`src/rtl/imm_encoder.sv`:
```
// imm_encoder: packs a signed 32-bit immediate into the RV32 bit positions
// of the selected instruction format (I/B/U/S/J) and merges it into a base
// instruction word. Two-stage valid/ready pipeline with a saturating count
// of emitted error results.
//
// Build option: define IMM_ENC_RANGECHK_EN to flag out-of-range and
// misaligned immediates on out_err. Without it, only illegal formats
// (5-7) raise out_err. Immediates that do not fit are always truncated.
module imm_encoder #(
  parameter int CNT_W = 16
) (
  input  logic             clk,
  input  logic             reset,
  input  logic             in_valid,
  output logic             in_ready,
  input  logic [2:0]       in_fmt,
  input  logic [31:0]      in_imm,
  input  logic [31:0]      in_base,
  output logic             out_valid,
  input  logic             out_ready,
  output logic [31:0]      out_instr,
  output logic             out_err,
  output logic [CNT_W-1:0] err_count
);

  localparam logic [2:0] FMT_I = 3'd0;
  localparam logic [2:0] FMT_B = 3'd1;
  localparam logic [2:0] FMT_U = 3'd2;
  localparam logic [2:0] FMT_S = 3'd3;
  localparam logic [2:0] FMT_J = 3'd4;

  logic             s1_valid_q, s1_valid_d;
  logic [31:0]      s1_instr_q, s1_instr_d;
  logic             s1_err_q,   s1_err_d;
  logic             s2_valid_q, s2_valid_d;
  logic [31:0]      s2_instr_q, s2_instr_d;
  logic             s2_err_q,   s2_err_d;
  logic [CNT_W-1:0] err_cnt_q,  err_cnt_d;

  logic [31:0] enc_instr;
  logic        enc_err;
  logic        s1_adv;
  logic        s2_adv;

`ifdef IMM_ENC_RANGECHK_EN
  // An immediate fits a field of width N when all bits above the field's
  // sign bit replicate it.
  logic hi11_same;
  logic hi12_same;
  logic hi20_same;
  assign hi11_same = (&in_imm[31:11]) | ~(|in_imm[31:11]);
  assign hi12_same = (&in_imm[31:12]) | ~(|in_imm[31:12]);
  assign hi20_same = (&in_imm[31:20]) | ~(|in_imm[31:20]);
`endif

  // Scatter the immediate into the format's bit positions; keep the rest of base.
  always_comb begin
    enc_instr = in_base;
    enc_err   = 1'b0;
    case (in_fmt)
      FMT_I: begin
        enc_instr = {in_imm[11:0], in_base[19:0]};
`ifdef IMM_ENC_RANGECHK_EN
        enc_err = ~hi11_same;
`endif
      end
      FMT_B: begin
        enc_instr = {in_imm[12], in_imm[10:5], in_base[24:12],
                     in_imm[4:1], in_imm[11], in_base[6:0]};
`ifdef IMM_ENC_RANGECHK_EN
        enc_err = ~hi12_same | in_imm[0];
`endif
      end
      FMT_U: begin
        enc_instr = {in_imm[31:12], in_base[11:0]};
`ifdef IMM_ENC_RANGECHK_EN
        enc_err = |in_imm[11:0];
`endif
      end
      FMT_S: begin
        enc_instr = {in_imm[11:5], in_base[24:12], in_imm[4:0], in_base[6:0]};
`ifdef IMM_ENC_RANGECHK_EN
        enc_err = ~hi11_same;
`endif
      end
      FMT_J: begin
        enc_instr = {in_imm[20], in_imm[10:1], in_imm[11], in_imm[19:12],
                     in_base[11:0]};
`ifdef IMM_ENC_RANGECHK_EN
        enc_err = ~hi20_same | in_imm[0];
`endif
      end
      default: begin
        // Unknown format: pass the base word through untouched and flag it.
        enc_instr = in_base;
        enc_err   = 1'b1;
      end
    endcase
  end

  // Stage advance conditions; S1 can refill in the same cycle S2 drains.
  assign s2_adv   = ~s2_valid_q | out_ready;
  assign s1_adv   = ~s1_valid_q | s2_adv;
  assign in_ready = ~reset & s1_adv;

  // Next-state for both pipeline stages and the saturating error counter.
  always_comb begin
    s1_valid_d = s1_valid_q;
    s1_instr_d = s1_instr_q;
    s1_err_d   = s1_err_q;
    s2_valid_d = s2_valid_q;
    s2_instr_d = s2_instr_q;
    s2_err_d   = s2_err_q;
    err_cnt_d  = err_cnt_q;

    if (s1_adv) begin
      s1_valid_d = in_valid;
      if (in_valid) begin
        s1_instr_d = enc_instr;
        s1_err_d   = enc_err;
      end
    end

    // S2 data only changes when it advances, so outputs hold while stalled.
    if (s2_adv) begin
      s2_valid_d = s1_valid_q;
      if (s1_valid_q) begin
        s2_instr_d = s1_instr_q;
        s2_err_d   = s1_err_q;
      end
    end

    if (s2_valid_q && out_ready && s2_err_q && !(&err_cnt_q)) begin
      err_cnt_d = err_cnt_q + 1'b1;
    end
  end

  // State registers; reset drops anything in flight.
  always_ff @(posedge clk) begin
    if (reset) begin
      s1_valid_q <= 1'b0;
      s1_instr_q <= '0;
      s1_err_q   <= 1'b0;
      s2_valid_q <= 1'b0;
      s2_instr_q <= '0;
      s2_err_q   <= 1'b0;
      err_cnt_q  <= '0;
    end else begin
      s1_valid_q <= s1_valid_d;
      s1_instr_q <= s1_instr_d;
      s1_err_q   <= s1_err_d;
      s2_valid_q <= s2_valid_d;
      s2_instr_q <= s2_instr_d;
      s2_err_q   <= s2_err_d;
      err_cnt_q  <= err_cnt_d;
    end
  end

  assign out_valid = s2_valid_q;
  assign out_instr = s2_instr_q;
  assign out_err   = s2_err_q;
  assign err_count = err_cnt_q;

endmodule

```
`config.mk`:
```
export PLATFORM = sky130hd
export DESIGN_NAME = imm_encoder
export DESIGN_NICKNAME = d
export VERILOG_FILES = /design/src/rtl/imm_encoder.sv
export SDC_FILE = /design/constraint.sdc
export NUM_CORES = 1
export LEC_CHECK = 0
export ABC_AREA = 1
export CAP_MARGIN = 5
export CORE_AREA = 5 5 122 124
export DETAILED_ROUTE_END_ITERATION = 10
export DIE_AREA = 0 0 127 129
export HOLD_SLACK_MARGIN = 0.15
export SYNTH_ARGS = -nofsm -noshare
export SYNTH_HDL_FRONTEND = slang
export SYNTH_SLANG_ARGS = --single-unit
```
`constraint.sdc`:
```
create_clock -name clk -period 2.8 [get_ports clk]
set_input_delay 0.42 -clock clk [delete_from_list [all_inputs] [get_ports clk]]
set_output_delay 0.42 -clock clk [all_outputs]
set_load 0.005 [all_outputs]
```
==> results.cfg, run 1 <==
[status]
status = complete, no violations

[final_layout]
final_util = 0.410
syn_to_final_growth_pct = 40.5
layout.nets = 749
layout-drive-gt1-share = 0.0792
n_antenna_cell = 0

[critical_path]
crit_buf_inv = 4
cp.required_ns = 2.38
cp_max_fo = 3
rrSetupSlack_ns = 0.86
worstReg2RegEnd = err_count[1]$_SDFFE_PP0P_
rr_startpoint = err_count[0]$_SDFFE_PP0P_
cpLargestDelayFamily = buffers and inverters
cp-start-kind = primary input
cp.arrival_ns = 1.73
worstSetupEndpointType = output pin
critPathSlowestCell = clkdlybuf4s50_1
path_cells = clkdlybuf4s50_1 > inv_1 > nand3_1 > nand2_1 > inv_1 > clkdlybuf4s50_1
worstRegToRegCells = 8
crit_type = primary input to output pin
cpPeakStageDelay_ns = 0.49

[clock_network]
root_buffer = clkbuf_16
cts_hold_buf = 0
cts.sinks = 84
cts_tree = built
clkSlewWorstSetupHoldPaths_ns = 0.06
postCtsSetupBuffers = 0
htreeDepth = 3
insertion_delay_ns = 0.34
clockBufferDepth = 2
cts_buffers = 9
cts_resized = 0

[job]
max-cap-violations = 0

[routing]
vias = 3977
avgRoutedWirePerCell_um = 13.9
vias_per_cell = 4.61
topRoutingLayerUsed = met4
drc = 0
ant_nets = 0
wl_met1_mm = 5.40
first_pass_iters = 6
wl_met3_um = 696
drtIter0Drc = 404
wl_met2_mm = 5.64
drt_wl_total_mm = 12.0

[pwr]
p_leak_uw = 0.00227
powerDensity_mw_per_mm2 = 525
ir_drop_v = 0.000284

[floorplanning]
die_area_mm2 = 0.0164
ios = 122
num_rows = 43
start_util = 0.292
core_mm2 = 0.0137
die_w_um = 127
die_h_um = 129

[timing]
layout_setup_ws_ns = 0.655
maxSlewHeadroom = 0.667
hold_viol = 0
finalClockSkew_ns = 0.00609
setup_violations = 0
drv_slew = 0
period_minus_slack_ns = 2.15
period_share = 0.766
rsz0062_at_grt = false
fmax_mhz = 466
fin_tns_setup_ns = 0
worst_hold_slack_ns = 0.460
worst_pin_slew_ns = 0.499

[placed_design]
dp_hpwl_mm = 9.06
dp_slack_ns = 0.600
portBuffers = 121
gp_congestion = 0.856

[global_route]
grt_pass1_wl_mm = 19.2
antenna_found_initial = 0
grt_max_degree = 61
grt_pass1_vias = 3825
grt_overflow = 0
grt_use_total = 0.147

[yosys]
syn_area_per_cell_um2 = 7.09
synthesis.nets = 635
netlist_area_mm2 = 0.00399
ys_types = 34
synth_seq_cells = 84
syn_inst = 563
ys_warn_count = 0
seq_area_frac_synth = 0.421

[min_path]
min_from = s1_instr_q[14]$_SDFFE_PP0P_
hp-class = flop to flop
min_to = out_instr[14]$_SDFFE_PP0P_
holdPathStages = 2
## registers in the layout, indices dropped and copies added, names as in the netlist
| name | cells |
|---|---|
| s1_valid_q | 1 |
| out_err | 1 |
| err_count | 16 |
| s1_err_q | 1 |
| out_valid | 1 |
| s1_instr_q | 32 |
| out_instr | 32 |
## report_power, final
group | internal (µW) | total, µW | leakage [µW] | switching, µW
combinational | 232 | 447 | 0.00143 | 215
sequential | 1270 | 1310 | 0.000691 | 39.8
clock | 699 | 1190 | 0.000140 | 489
total | 2200 | 2940 | 0.00227 | 744
## area by class of cell
cell class | count | area, µm²
Clock inverter | 6 | 71.3
Fill cell | 1444 | 8060
Timing Repair Buffer | 130 | 1280
Clock buffer | 10 | 229
Multi-Input combinational cell | 407 | 1950
Sequential cell | 84 | 1680
Inverter | 45 | 169
Tap cell | 180 | 225
## worst max path at each step
stage,cells after the start,endpoint,from
6_report,6,in_ready,out_ready
5_1_grt,6,in_ready,out_ready
3_3_place_gp,6,in_ready,out_ready
4_1_cts,6,in_ready,out_ready
3_5_place_dp,9,s1_instr_q[7]$_SDFFE_PP0P_,in_fmt[2]
2_1_floorplan,9,err_count[11]$_SDFFE_PP0P_,err_count[0]$_SDFFE_PP0P_
## layout by cell type, fill, tap and decap left out, types with 2 or more instances in the layout
| master | instances |
|---|---|
| xnor2_1 | 4 |
| nand4_1 | 5 |
| a22oi_1 | 11 |
| clkdlybuf4s50_1 | 121 |
| nand2_2 | 14 |
| clkbuf_16 | 9 |
| nand2_1 | 107 |
| nor2_2 | 3 |
| nor3_1 | 2 |
| nand3_2 | 8 |
| o21ai_0 | 55 |
| inv_2 | 2 |
| o221ai_1 | 6 |
| nand3_1 | 31 |
| xor2_1 | 2 |
| a21oi_1 | 45 |
| dfxtp_1 | 84 |
| or2_1 | 6 |
| inv_6 | 2 |
| buf_4 | 9 |
| inv_1 | 42 |
| clkinvlp_4 | 2 |
| nor2_1 | 101 |
## stage by stage
step                power, µW  instance area (µm²)  std cells
floorplan                1550                 3990        563
global placement         1780                 5310        846
detailed placement       1780                 5310        846
CTS                      2990                 5610        862
global route             3110                 5610        862
finish                   2940                 5610        862
## cells in the mapped netlist
master          instances  area, µm²
nor3_1                  2       10.0
nand2_1               107        402
nor2_4                  1       11.3
or2_1                   6       37.5
a21oi_1                45        225
nand2_4                 1       11.3
ha_1                    1       12.5
clkinv_1                1       3.75
a22oi_1                11       82.6
nor3b_1                 1       7.51
clkbuf_8                3       41.3
o221ai_1                6       52.6
nand3_1                31        155
dlymetal6s2s_1          2       25.0
buf_2                   7       35.0
inv_2                   2       7.51
dfxtp_1                84       1680
nor2_2                  3       18.8
xnor2_1                 4       35.0
buf_4                   1       7.51
o21ai_0                55        275
xor2_1                  2       17.5
o21ai_1                 1       5.00
nor2_1                101        379
o21ai_2                 1       8.76
clkbuf_2                1       5.00
a21boi_0                1       7.51
nand3_2                 8       80.1
clkbuf_1               11       41.3
buf_12                  1       20.0
nand4_1                 5       31.3
buf_6                   1       11.3
nand2_2                14       87.6
inv_1                  42        158
## metal layers
layer / GRT usage / vias to the layer above
li1: - / 2065
met1: 0.189 / 1781
met2: 0.245 / 113
met3: 0.0286 / 18
met4: 0.0568 / 0
met5: 0 / -
## tightest hold or removal path, stage by stage (launching register included)
cell	delay (ns)
dfxtp_1	0.30
inv_1	0.06
a21oi_1	0.06
## logic make-up (layout without fill, tap and decap cells)
group / count (synthesis) / after routing / synth area share
compound gates: 120 / 120 / 0.165
xor+xnor: 6 / 6 / 0.0132
fa+ha+maj: 1 / 1 / 0.00314
buf+inv: 72 / 191 / 0.0891
flops: 84 / 84 / 0.421
simple gates: 280 / 280 / 0.309
Power figures use the tool's default switching activity.
==> run 2: changes to the inputs <==
==> constraint.sdc (replaced) <==
create_clock -name clk -period 2.15 [get_ports clk]
set_input_delay 0.3225 -clock clk [delete_from_list [all_inputs] [get_ports clk]]
set_output_delay 0.3225 -clock clk [all_outputs]
set_load 0.005 [all_outputs]
==> results.cfg, run 2 (same netlist as run 1, synthesis figures left out) <==
[routing]
ant_nets = 0
vias_per_cell = 4.63
drt_wl_total_mm = 11.9
vias = 3997
drtIter0Drc = 273
first_pass_iters = 5
avgRoutedWirePerCell_um = 13.8
drc = 0

[critical_path]
crit_type = primary input to output pin
worstSetupEndpointType = output pin
cp-start-kind = primary input
path_cells = clkdlybuf4s50_1 > inv_1 > nand3_1 > nand2_1 > inv_1 > clkdlybuf4s50_1
worstRegToRegCells = 8
worstReg2RegEnd = err_count[1]$_SDFFE_PP0P_
cp_max_fo = 3
cp.required_ns = 1.83
critPathSlowestCell = clkdlybuf4s50_1
cp.arrival_ns = 1.61
cpPeakStageDelay_ns = 0.49
rr_startpoint = err_count[0]$_SDFFE_PP0P_
rrSetupSlack_ns = 0.43
crit_start = out_ready

[pwr]
p_leak_uw = 0.00230
powerDensity_mw_per_mm2 = 699
ir_drop_v = 0.000382

[placed_design]
portBuffers = 121
gp_congestion = 0.891
dp_hpwl_mm = 9.08

[clock_network]
postCtsSetupBuffers = 0
insertion_delay_ns = 0.34
cts_hold_buf = 0
htreeDepth = 3
cts_buffers = 9
clockBufferDepth = 2
cts_resized = 0
cts_tree = built
cts.sinks = 84
root_buffer = clkbuf_16
clkSlewWorstSetupHoldPaths_ns = 0.06

[floorplanning]
num_rows = 43
ios = 122
die_area_mm2 = 0.0164
core_mm2 = 0.0137
start_util = 0.292
die_h_um = 129
die_w_um = 127

[global_route]
grt_overflow = 0
antenna_found_initial = 0
grt_max_degree = 61
grt_pass1_wl_mm = 19.0
grt_pass1_vias = 3783
grt_use_total = 0.144

[min_path]
min_from = s1_instr_q[15]$_SDFFE_PP0P_
hp-class = flop to flop
min_to = out_instr[15]$_SDFFE_PP0P_
holdPathStages = 2

[timing]
fin_tns_setup_ns = 0
maxSlewHeadroom = 0.676
drv_slew = 0
period_minus_slack_ns = 1.93
period_share = 0.898
fmax_mhz = 518
rsz0062_at_grt = false
worst_pin_slew_ns = 0.486
hold_viol = 0
finalClockSkew_ns = 0.00770
setup_violations = 0

[job]
max-cap-violations = 0

[final_layout]
final_util = 0.416
layout.nets = 751
final_cell_mix = 121 x clkdlybuf4s50_1, 107 x nand2_1, 101 x nor2_1
syn_to_final_growth_pct = 42.6
n_antenna_cell = 0
layout-drive-gt1-share = 0.0819
layout_commonest_cell = clkdlybuf4s50_1

[status]
status = complete, no violations
[run 2: area by class of cell]
type | count | area, µm²
fillers | 1410 | 7980
multi-input cells | 407 | 1950
flip-flops and latches | 84 | 1680
repair buffers | 132 | 1330
clock buffers | 11 | 243
well taps | 180 | 225
inverters | 45 | 169
clock inverters | 5 | 85.1
[run 2: stage by stage]
step                total power [µW]  area (µm²)  setup WS (ns)  instances  hold slack [ns]
floorplan                       2020        3990          0.641        563            0.430
global placement                2330        5360          0.221        848            0.454
detailed placement              2340        5360          0.173        848            0.466
CTS                             4030        5690          0.214        864            0.475
global route                    4170        5690          0.132        864            0.483
finish                          3980        5690          0.219        864            0.464
[run 2: critical path, delay by kind of cell]
family	cells	cell delay, ns
simple gates	2	0.21
buf+inv	4	1.06
[run 2: per-layer routing]
layer / track usage / share of wire / up-vias
met5: 0 / 0 / -
met2: 0.239 / 0.48 / 93
li1: - / - / 2064
met1: 0.187 / 0.46 / 1829
met3: 0.0278 / 0.046 / 11
met4: 0.0517 / 0.015 / 0
[run 2: worst max-delay path by stage]
stage | endpoint | slack, ns | depth (start not counted)
floorplan | err_count[11]$_SDFFE_PP0P_ | 0.64 | 9
CTS | in_ready | 0.21 | 6
global route | in_ready | 0.13 | 6
finish | in_ready | 0.22 | 6
detailed placement | s1_instr_q[9]$_SDFFE_PP0P_ | 0.17 | 10
global placement | in_ready | 0.22 | 6
[run 2: where the power goes]
part | internal (µW) | switching [µW]
registers | 1650 | 49.0
logic | 316 | 285
clock network | 1050 | 622
total | 3020 | 956
==> run 3: changes to the inputs <==
--- a/config.mk
+++ b/config.mk
@@ -11,6 +11,7 @@
 export DETAILED_ROUTE_END_ITERATION = 10
 export DIE_AREA = 0 0 127 129
 export HOLD_SLACK_MARGIN = 0.15
+export PLACE_DENSITY = 0.56
 export SYNTH_ARGS = -nofsm -noshare
 export SYNTH_HDL_FRONTEND = slang
 export SYNTH_SLANG_ARGS = --single-unit
==> results.cfg, run 3 (same netlist as run 1, synthesis figures left out) <==
[status]
status = complete, no violations

[min_path]
holdPathStages = 2
hp-class = flop to flop

[critical_path]
cp.required_ns = 1.83
cp_max_fo = 3
crit_type = primary input to output pin
worstSetupEndpointType = output pin
cp-start-kind = primary input
cp.arrival_ns = 1.62
worstRegToRegCells = 8

[global_route]
grt_overflow = 0
grt_pass1_wl_mm = 19.0
grt_max_degree = 61
grt_pass1_vias = 3931
antenna_found_initial = 0
grt_use_total = 0.144

[timing]
maxSlewHeadroom = 0.654
worst_pin_slew_ns = 0.519
rsz0062_at_grt = false
period_share = 0.905
drv_slew = 0
fin_tns_setup_ns = 0
setup_violations = 0
hold_viol = 0
period_minus_slack_ns = 1.94
finalClockSkew_ns = 0.00636
fmax_mhz = 514

[placed_design]
dp.cells = 851
portBuffers = 121
gp_congestion = 0.905
dp_hpwl_mm = 8.73

[routing]
wl_met1_mm = 5.17
topRoutingLayerUsed = met4
drc = 0
vias_per_cell = 4.59
wl_met2_mm = 5.55
avgRoutedWirePerCell_um = 13.4
drtIter0Drc = 242
first_pass_iters = 5
wl_met3_um = 756
ant_nets = 0
drt_wl_total_mm = 11.6
vias = 3976

[final_layout]
layout.nets = 754
final_cell_mix = 121 x clkdlybuf4s50_1, 107 x nand2_1, 101 x nor2_1
n_antenna_cell = 0
layout-drive-gt1-share = 0.0859
finalNonFillerCells = 867
syn_to_final_growth_pct = 42.2
layout_commonest_cell = clkdlybuf4s50_1

[floorplanning]
core_mm2 = 0.0137
die_w_um = 127
start_util = 0.292
die_area_mm2 = 0.0164
die_h_um = 129
ios = 122
num_rows = 43

[clock_network]
cts.sinks = 84
insertion_delay_ns = 0.33
root_buffer = clkbuf_16
postCtsSetupBuffers = 0
cts_tree = built
cts_resized = 0
clkSlewWorstSetupHoldPaths_ns = 0.06
cts_hold_buf = 0
clockBufferDepth = 2
htreeDepth = 3
cts_buffers = 9

[pwr]
powerDensity_mw_per_mm2 = 695
ir_drop_v = 0.000391
total_power_uw = 3940
p_leak_uw = 0.00231

[job]
max-cap-violations = 0
[run 3: changes by cell type in the layout (fill, tap and decap cells not counted)]
cell,before,now
buf_4,8,13
clkinv_2,0,3
clkinvlp_4,1,0
clkinv_1,1,2
buf_12,3,1
clkinv_4,2,0
inv_1,42,41
[run 3: final timing paths]
| check | startpoint | slack (ns) | endpoint |
|---|---|---|---|
| hold reg to reg | s1_instr_q[17]$_SDFFE_PP0P_ | 0.45 | out_instr[17]$_SDFFE_PP0P_ |
| setup / recovery | out_ready | 0.21 | in_ready |
| setup reg to reg | err_count[0]$_SDFFE_PP0P_ | 0.46 | err_count[1]$_SDFFE_PP0P_ |
| hold / removal | s1_instr_q[17]$_SDFFE_PP0P_ | 0.45 | out_instr[17]$_SDFFE_PP0P_ |
[run 3: through the flow]
step	hold WS, ns	setup WS (ns)	instance area (µm²)	utilization
floorplan	0.430	0.641	3990	-
global placement	0.438	0.202	5360	0.392
detailed placement	0.456	0.185	5360	0.392
CTS	0.461	0.201	5680	0.415
global route	0.489	0.126	5680	0.415
finish	0.453	0.205	5680	0.415
[run 3: where the power goes]
group          total, µW  internal, µW  switching, µW
Clock               1660          1040            613
Combinational        590           311            279
Sequential          1700          1650           45.8
[run 3: area by class of cell]
cell class	count	area (µm²)
clock buffer	11	243
clock inverter	5	75.1
fill	1425	7990
inverter	45	169
multi-input combinational	407	1950
sequential	84	1680
tap	180	225
timing repair buffer	135	1330
[run 3: layer usage]
metal,vias to the layer above,GRT usage
met2,111,0.245
met1,1783,0.176
li1,2067,-
met4,0,0.0429
met5,-,0
met3,15,0.0444
[run 3: critical path, cell delays in order]
cell and delay (ns):
clkdlybuf4s50_1 0.48, inv_1 0.05, nand3_1 0.14, nand2_1 0.08, inv_1 0.06, clkdlybuf4s50_1 0.49
